`config.mk`:
```
export PLATFORM = sky130hd
export DESIGN_NAME = spi_slv16
export DESIGN_NICKNAME = d
export VERILOG_FILES = /design/src/rtl/spi_pkg.sv /design/src/rtl/spi_sync_edge.sv /design/src/rtl/spi_slv16.sv
export SDC_FILE = /design/constraint.sdc
export NUM_CORES = 1
export LEC_CHECK = 0
export CAP_MARGIN = 5
export CORE_ASPECT_RATIO = 0.75
export CORE_UTILIZATION = 39
export DETAILED_ROUTE_END_ITERATION = 16
export PLACE_DENSITY_LB_ADDON = 0.15
export SKIP_CTS_REPAIR_TIMING = 1
export SLEW_MARGIN = 5
export SYNTH_ARGS = -nofsm -noshare
export SYNTH_HDL_FRONTEND = slang
export SYNTH_SLANG_ARGS = --single-unit
```
`constraint.sdc`:
```
create_clock -name clk -period 4.1 [get_ports clk]
set_clock_uncertainty 0.05 [all_clocks]
set_input_delay 0.41 -clock clk [delete_from_list [all_inputs] [get_ports clk]]
set_output_delay 0.41 -clock clk [all_outputs]
set_load 0.1 [all_outputs]
```
`src/rtl/spi_pkg.sv`:
```
// Shared types and sizes for the 16-bit SPI responder.
package spi_pkg;

    localparam int unsigned SPI_WIDTH = 16;
    localparam int unsigned SPI_CNT_W = 5;

    typedef enum logic {
        IDLE,
        XFER
    } spi_slv_state_t;

endpackage

```
`src/rtl/spi_sync_edge.sv`:
```
// Multi-flop synchronizer for an asynchronous input, plus an extra flop that
// provides rise/fall detection on the last two synchronized samples.
module spi_sync_edge #(
    parameter int unsigned STAGES  = 2,
    parameter logic        RST_VAL = 1'b1
) (
    input  logic clk,
    input  logic rst_n,
    input  logic din,
    output logic sync,
    output logic rise,
    output logic fall
);

    logic [STAGES-1:0] chain;
    logic              prev;

    always_ff @(posedge clk or negedge rst_n) begin
        if (!rst_n) begin
            chain <= {STAGES{RST_VAL}};
            prev  <= RST_VAL;
        end else begin
            chain <= {chain[STAGES-2:0], din};
            prev  <= chain[STAGES-1];
        end
    end

    assign sync = chain[STAGES-1];
    assign rise = sync & ~prev;
    assign fall = ~sync & prev;

endmodule

```
`src/rtl/spi_slv16.sv`:
```
// 16-bit SPI responder: SCLK idles high, MOSI captured on rise, MISO shifted on fall.
// Optional macro SPI_SLV_TRISTATE_EN releases MISO to z while SS_n is high.
module spi_slv16
    import spi_pkg::*;
#(
    parameter int unsigned SYNC_STAGES = 2,
    parameter int unsigned WIDTH       = SPI_WIDTH
) (
    input  logic             clk,
    input  logic             rst_n,
    input  logic             SS_n,
    input  logic             SCLK,
    input  logic             MOSI,
    output logic             MISO,
    input  logic             wrt,
    input  logic [WIDTH-1:0] tx_data,
    output logic [WIDTH-1:0] rd_data,
    output logic             rdy,
    input  logic             clr_rdy,
    output logic             frm_err
);

    localparam logic [SPI_CNT_W-1:0] CNT_FULL = SPI_CNT_W'(WIDTH);

    spi_slv_state_t state, state_nxt;

    logic                 ss_s, ss_rise, ss_fall;
    logic                 sclk_s, sclk_rise, sclk_fall;
    logic [SYNC_STAGES-1:0] mosi_q;
    logic                 mosi_s;

    logic [WIDTH-1:0]     tx_buf, tx_buf_nxt;
    logic [WIDTH-1:0]     shft, shft_nxt;
    logic                 smpl, smpl_nxt;
    logic [SPI_CNT_W-1:0] bit_cnt, bit_cnt_nxt;
    logic [WIDTH-1:0]     rd_data_nxt;
    logic                 rdy_nxt, frm_err_nxt;

    spi_sync_edge #(.STAGES(SYNC_STAGES), .RST_VAL(1'b1)) u_ss_sync (
        .clk   (clk),
        .rst_n (rst_n),
        .din   (SS_n),
        .sync  (ss_s),
        .rise  (ss_rise),
        .fall  (ss_fall)
    );

    spi_sync_edge #(.STAGES(SYNC_STAGES), .RST_VAL(1'b1)) u_sclk_sync (
        .clk   (clk),
        .rst_n (rst_n),
        .din   (SCLK),
        .sync  (sclk_s),
        .rise  (sclk_rise),
        .fall  (sclk_fall)
    );

    // Same depth as the SCLK chain so mosi_s lines up with sclk_rise.
    always_ff @(posedge clk or negedge rst_n) begin
        if (!rst_n) mosi_q <= '0;
        else        mosi_q <= {mosi_q[SYNC_STAGES-2:0], MOSI};
    end
    assign mosi_s = mosi_q[SYNC_STAGES-1];

    always_ff @(posedge clk or negedge rst_n) begin
        if (!rst_n) state <= IDLE;
        else        state <= state_nxt;
    end

    always_comb begin
        state_nxt   = state;
        tx_buf_nxt  = wrt ? tx_data : tx_buf;
        shft_nxt    = shft;
        smpl_nxt    = smpl;
        bit_cnt_nxt = bit_cnt;
        rd_data_nxt = rd_data;
        rdy_nxt     = clr_rdy ? 1'b0 : rdy;
        frm_err_nxt = 1'b0;
        unique case (state)
            IDLE: begin
                if (ss_fall) begin
                    shft_nxt    = wrt ? tx_data : tx_buf;
                    bit_cnt_nxt = '0;
                    rdy_nxt     = 1'b0;
                    state_nxt   = XFER;
                end
            end
            XFER: begin
                // ss_rise takes priority; an SCLK edge in the same clk is dropped.
                if (ss_rise) begin
                    if (bit_cnt == CNT_FULL) begin
                        rd_data_nxt = {shft[WIDTH-2:0], smpl};
                        rdy_nxt     = 1'b1;
                    end else begin
                        frm_err_nxt = 1'b1;
                    end
                    state_nxt = IDLE;
                end else if (!ss_s && sclk_rise) begin
                    smpl_nxt = mosi_s;
                    if (bit_cnt != '1) bit_cnt_nxt = bit_cnt + SPI_CNT_W'(1);
                end else if (!ss_s && sclk_fall && bit_cnt != '0) begin
                    shft_nxt = {shft[WIDTH-2:0], smpl};
                end
            end
            default: state_nxt = IDLE;
        endcase
    end

    always_ff @(posedge clk or negedge rst_n) begin
        if (!rst_n) begin
            tx_buf  <= '0;
            shft    <= '0;
            smpl    <= 1'b0;
            bit_cnt <= '0;
            rd_data <= '0;
            rdy     <= 1'b0;
            frm_err <= 1'b0;
        end else begin
            tx_buf  <= tx_buf_nxt;
            shft    <= shft_nxt;
            smpl    <= smpl_nxt;
            bit_cnt <= bit_cnt_nxt;
            rd_data <= rd_data_nxt;
            rdy     <= rdy_nxt;
            frm_err <= frm_err_nxt;
        end
    end

`ifdef SPI_SLV_TRISTATE_EN
    assign MISO = ss_s ? 1'bz : shft[WIDTH-1];
`else
    assign MISO = shft[WIDTH-1];
`endif

endmodule

```
Yosys cells after proc, flatten, opt, wreduce, memory -nomap -nowiden

Index checks and enable logic that the tools add are counted.

Logic and storage cells: 63
Bits in registers: 65

Bitwise operators: 10
Eq/ne operators: 8
Muxes and demuxes: 22
Reduce and logical (&&, ||, !) cells: 9
$add $sub $neg: 1

Operator list:

| operator              | number |
|---|---|
| $mux W16              | 5 |
| $pmux W16 S2          | 1 |
| $mux W5               | 4 |
| $pmux W5 S2           | 1 |
| $mux W1               | 9 |
| $reduce_and A4 Y1     | 2 |
| $ne A2 B1 Y1 const B  | 3 |
| $ne A2 B2 Y1 const B  | 3 |
| $not A1 Y1            | 6 |
| $reduce_and A3 Y1     | 2 |
| $add A5 B1 Y5 const B | 1 |
| $eq A5 B5 Y1 const B  | 1 |
| $ne A5 B5 Y1 const B  | 1 |
| $reduce_bool A5 Y1    | 1 |
| $and A1 B1 Y1         | 4 |
| $pmux W1 S2           | 2 |
| $logic_and A1 B1 Y1   | 3 |
| $logic_not A1 Y1      | 1 |

Longest topological paths before layout

Depth in word-level cells: 8
Gate-level depth with buffers: 6
Gate-level depth less buffers: 6

Hierarchy

Synthesis repeated with hierarchy kept, for this count alone.

Cell total of the unflattened synthesis: 177
Area total of the unflattened synthesis: 2,696.3 µm²

Modules (own cells, without submodules):

| module        | cells each | area each (µm²) | times used |
|---|---|---|---|
| spi_slv16     | 167        | 2,508.7         | 1 |
| spi_sync_edge | 5          | 93.8            | 2 |

Worst setup path before layout

Ideal clock, no wire load.

Path kind: reg-to-reg
Start: register bit_cnt[0]
End: register shft[10]
Required time: 3.925 ns
Period minus slack after synthesis: 1.854 ns
Setup time: 0.125 ns
Arrival: 1.679 ns
Slack: 2.246 ns
Stages on the path, launching flop included: 7
Cell sequence: dfrtp_1 -> inv_1 -> ha_1 -> nor4b_2 -> o41ai_4 -> buf_6 -> mux2_2

Word-level cells in the longest chain between the ends: 4

Ends and longest elaborated chain:

| item                               | RTL line         | text |
|---|---|---|
| start: declaration                 | spi_slv16.sv:35  | `logic [SPI_CNT_W-1:0] bit_cnt, bit_cnt_nxt;` |
| start signal: assignment           | spi_slv16.sv:121 | `bit_cnt <= bit_cnt_nxt;` |
| $reduce_bool A5 Y1                 | spi_slv16.sv:100 | `end else if (!ss_s && sclk_fall && bit_cnt != '0) begin` |
| $logic_and A1 B1 Y1                | spi_slv16.sv:100 |  |
| $ne A2 B1 Y1 (no source line)      | n/a              |  |
| $reduce_and A4 Y1 (no source line) | n/a              |  |
| end signal: assignment             | spi_slv16.sv:119 | `shft <= shft_nxt;` |
| end: declaration                   | spi_slv16.sv:33  | `logic [WIDTH-1:0] shft, shft_nxt;` |

Every way passes these cells.
A chain may end at the register's enable or synchronous reset.

Worst setup path after layout

Start: register state
End: register shft[3]

Word-level cells in the longest chain between the ends: 3
Elaborated cells between the ends (all ways): 7

Ends and longest elaborated chain:

| item                               | RTL line        | text |
|---|---|---|
| start: declaration                 | spi_slv16.sv:25 | `spi_slv_state_t state, state_nxt;` |
| start signal: assignment           | spi_slv16.sv:66 | `else state <= state_nxt;` |
| $not A1 Y1                         | n/a             |  |
| $ne A2 B2 Y1 (no source line)      | n/a             |  |
| $reduce_and A4 Y1 (no source line) | n/a             |  |

Several ways; a longest one is shown, not always the timed one.

==> results by group <==
Run status
  – Status: completed

Power and ir drop
  – Sw Ratio: between 20% and 30%
  – Seq pwr share: 51.9%
  – Pwr/cell area: 489 mW/mm²
  – Clock group share of total power: between 20 and 30%
  – Sw power: roughly 0.00046 W
  – Leak pwr: 1.49 nW
  – Combinational power share: 19.0%
  – Worst VDD drop: between 0.15 and 0.2 mV
  – P_int: 0.00119 W

Setup path
  – Setup crit end kind: flop
  – Worst R2R Setup Slack: 1.39 ns
  – Worst Setup Path Type: flop to flop
  – Peak fanout along the critical path: 27
  – CP required: between 4 and 5 ns
  – CP arrival: about 2.9 ns
  – Startpoint Class: flop

Floorplan
  – Io pins: 42
  – Die height: 74.7 µm
  – Initial Utilization: approximately 40%
  – Die width: 98.9 µm
  – FP Rows: 26
  – Die area: around 0.0074 mm²
  – Core area: 0.00680 mm²

Placement
  – DP Area: approximately 0.0032 mm²
  – Half-perimeter wire length after placement: between 3000 and 4000 µm
  – Final Wtd Congestion: 0.696
  – # port buffers: 41

Cells and area
  – P&R area growth vs syn: 22.9%
  – # fillers: 599
  – Register Area: 0.00163 mm²
  – Final Cell Area: 0.00338 mm²
  – Fin util: between 40% and 50%
  – Antenna diode count: 0
  – Multi-input combinational cell area: approximately 0.001 mm²
  – Post-layout nets: roughly 250
  – Layout cells sized above 1: about two fifths

Synthesis
  – Post-synth EDFFs: 0
  – Ranking of synthesized cells by area: dfrtp_1 54%, mux2_2 25%, dfstp_2 5.7%
  – Syn_nets: 206
  – Post-synthesis register bit count: 65
  – Mapped Cells: 180
  – Synth Flop Type: dfrtp_1
  – Synthesis warning total: 0
  – Most common cell in the synthesized netlist: mux2_2
  – Async S/R FF share, synth: 100%
  – Post-Syn Area: 0.00275 mm²
  – Dominant cell type by area after synthesis: dfrtp_1
  – Yosys top cell area share: 53.7%
  – Synth cell count leaders: 62 x mux2_2, 59 x dfrtp_1, 8 x nand2_1
  – Post-synth cell types: 31
  – Post-synthesis sequential area ratio: between 50 and 60%
  – Synthesized area per cell: 15.3 µm²

Run
  – Number of max-cap violations: 0

STA
  – Worst-Margin Slew: roughly 1.1 ns
  – Max Fclk: approximately 0.37 GHz
  – Setup violators final: 0
  – Slew Limit Fails: 0
  – Final worst-path cycle share: roughly 66%
  – RSZ-0062 raised after global routing: false
  – Slew Limit Headroom: roughly 28%
  – Period minus WS final: 2.71 ns
  – Endpoints failing hold: 0
  – Total Neg Setup Slack: 0 ns

Global route
  – Initial antenna violation count: 0
  – First-pass GRT wire length: ~8000 µm
  – Vias in the first global route: 1569
  – GRT overflow: 0
  – Largest net degree at the start of global routing: 36
  – Tot GR Track Use: 14.9%

Min path
  – Worst hold path class: input port to asynchronous set/reset pin

Detailed routing
  – Drt initial violations: 47
  – Routed via count: ~1500
  – Post-DR vias/cell: just under 5
  – Routed wire per std cell: around 15 µm
  – Post-Route WL: 4740 µm
  – Routed Antenna Nets: 0
  – Drc violations: 0
  – 1st-pass router iterations: 4

Clock tree
  – Sink Count: 65
  – TritonCTS Buffers: 9
  – Worst-Skew Late Latency: ~0.34 ns
  – H-tree levels: 3
  – Clock root cell: clkbuf_8
  – Clk slew on worst S/H paths: ~0.060 ns
  – CTS tree: done
  – CTS Buffer Depth: 2
## layout by cell type (no fill, tap or decap), types with 2 or more instances in the layout
master	count
dfrtp_1	59
clkinv_2	2
nand2_1	8
mux2_2	62
mux2i_1	4
nand2b_1	2
clkbuf_1	2
nor2_1	2
nand3_1	2
dfstp_2	6
mux2_4	2
inv_1	5
clkbuf_8	11
clkdlybuf4s50_1	40
ha_1	3
a21oi_1	2
## routing by layer
metal  wire length, µm  vias to the layer above  GRT usage, %
met5                 0                        -             0
met2              1990                       31          21.4
met4                65                        0          4.98
li1                  -                      731             -
met3               243                        8          7.24
met1              2440                      760          19.9
## worst max-delay path, stage by stage, from the launching register on
cell,delay (ns)
dfrtp_1,1.04
nand2_2,0.12
o41ai_4,0.97
mux2_2,0.42
## path summary, 6_finish.rpt
path,cells past startpoint,start,endpoint
max reg2reg,3,state,shft[3]
min reg2reg,0,mosi_q[0],mosi_q[1]
max in group asynchronous,2,rst_n,u_ss_sync.prev
max,3,state,shft[3]
min in group clk,0,mosi_q[0],mosi_q[1]
min,1,rst_n,rd_data[2]
## flip-flops by register name, indices dropped and copies added (netlist names)
signal and count:
u_sclk_sync.chain 2, shft 16, state 1, rdy 1, u_ss_sync.prev 1, mosi_q 2
u_ss_sync.chain 2, smpl 1, rd_data 16, bit_cnt 5, frm_err 1, u_sclk_sync.prev 1
tx_buf 16
## per-stage QoR
step	setup WS (ns)	power, W	std cells	hold slack (ns)
after global placement	1.36	0.00118	298	0.290
after detailed placement	1.35	0.00119	298	0.288
after global routing	1.17	0.00175	314	0.144
after CTS	1.33	0.00168	314	0.107
after floorplan	2.25	0.00109	180	0.0644
final	1.39	0.00165	314	0.101
## power groups by stage
stage               clock network, W  logic [W]  registers, W
floorplan                          0   0.000219      0.000867
global placement                   0   0.000311      0.000871
detailed placement                 0   0.000317      0.000872
CTS                         0.000501   0.000318      0.000861
global route                0.000526   0.000346      0.000879
finish                      0.000481   0.000314      0.000858
## cell type report
class                   count  share of cell area (%)
flip-flops and latches     65                    48.4
multi-input cells         102                    30.5
repair buffers             42                    12.2
clock buffers              13                    4.71
well taps                  84                    3.11
inverters                   5                   0.556
clock inverters             3                   0.519
## cell families after synthesis
group / share of synthesized area (%)
compound gates: 1.91
fa+ha+maj: 1.37
buf+inv: 3.05
flops: 59.5
mux: 28.4
simple gates: 5.83
(Power assumes the default switching activity.)
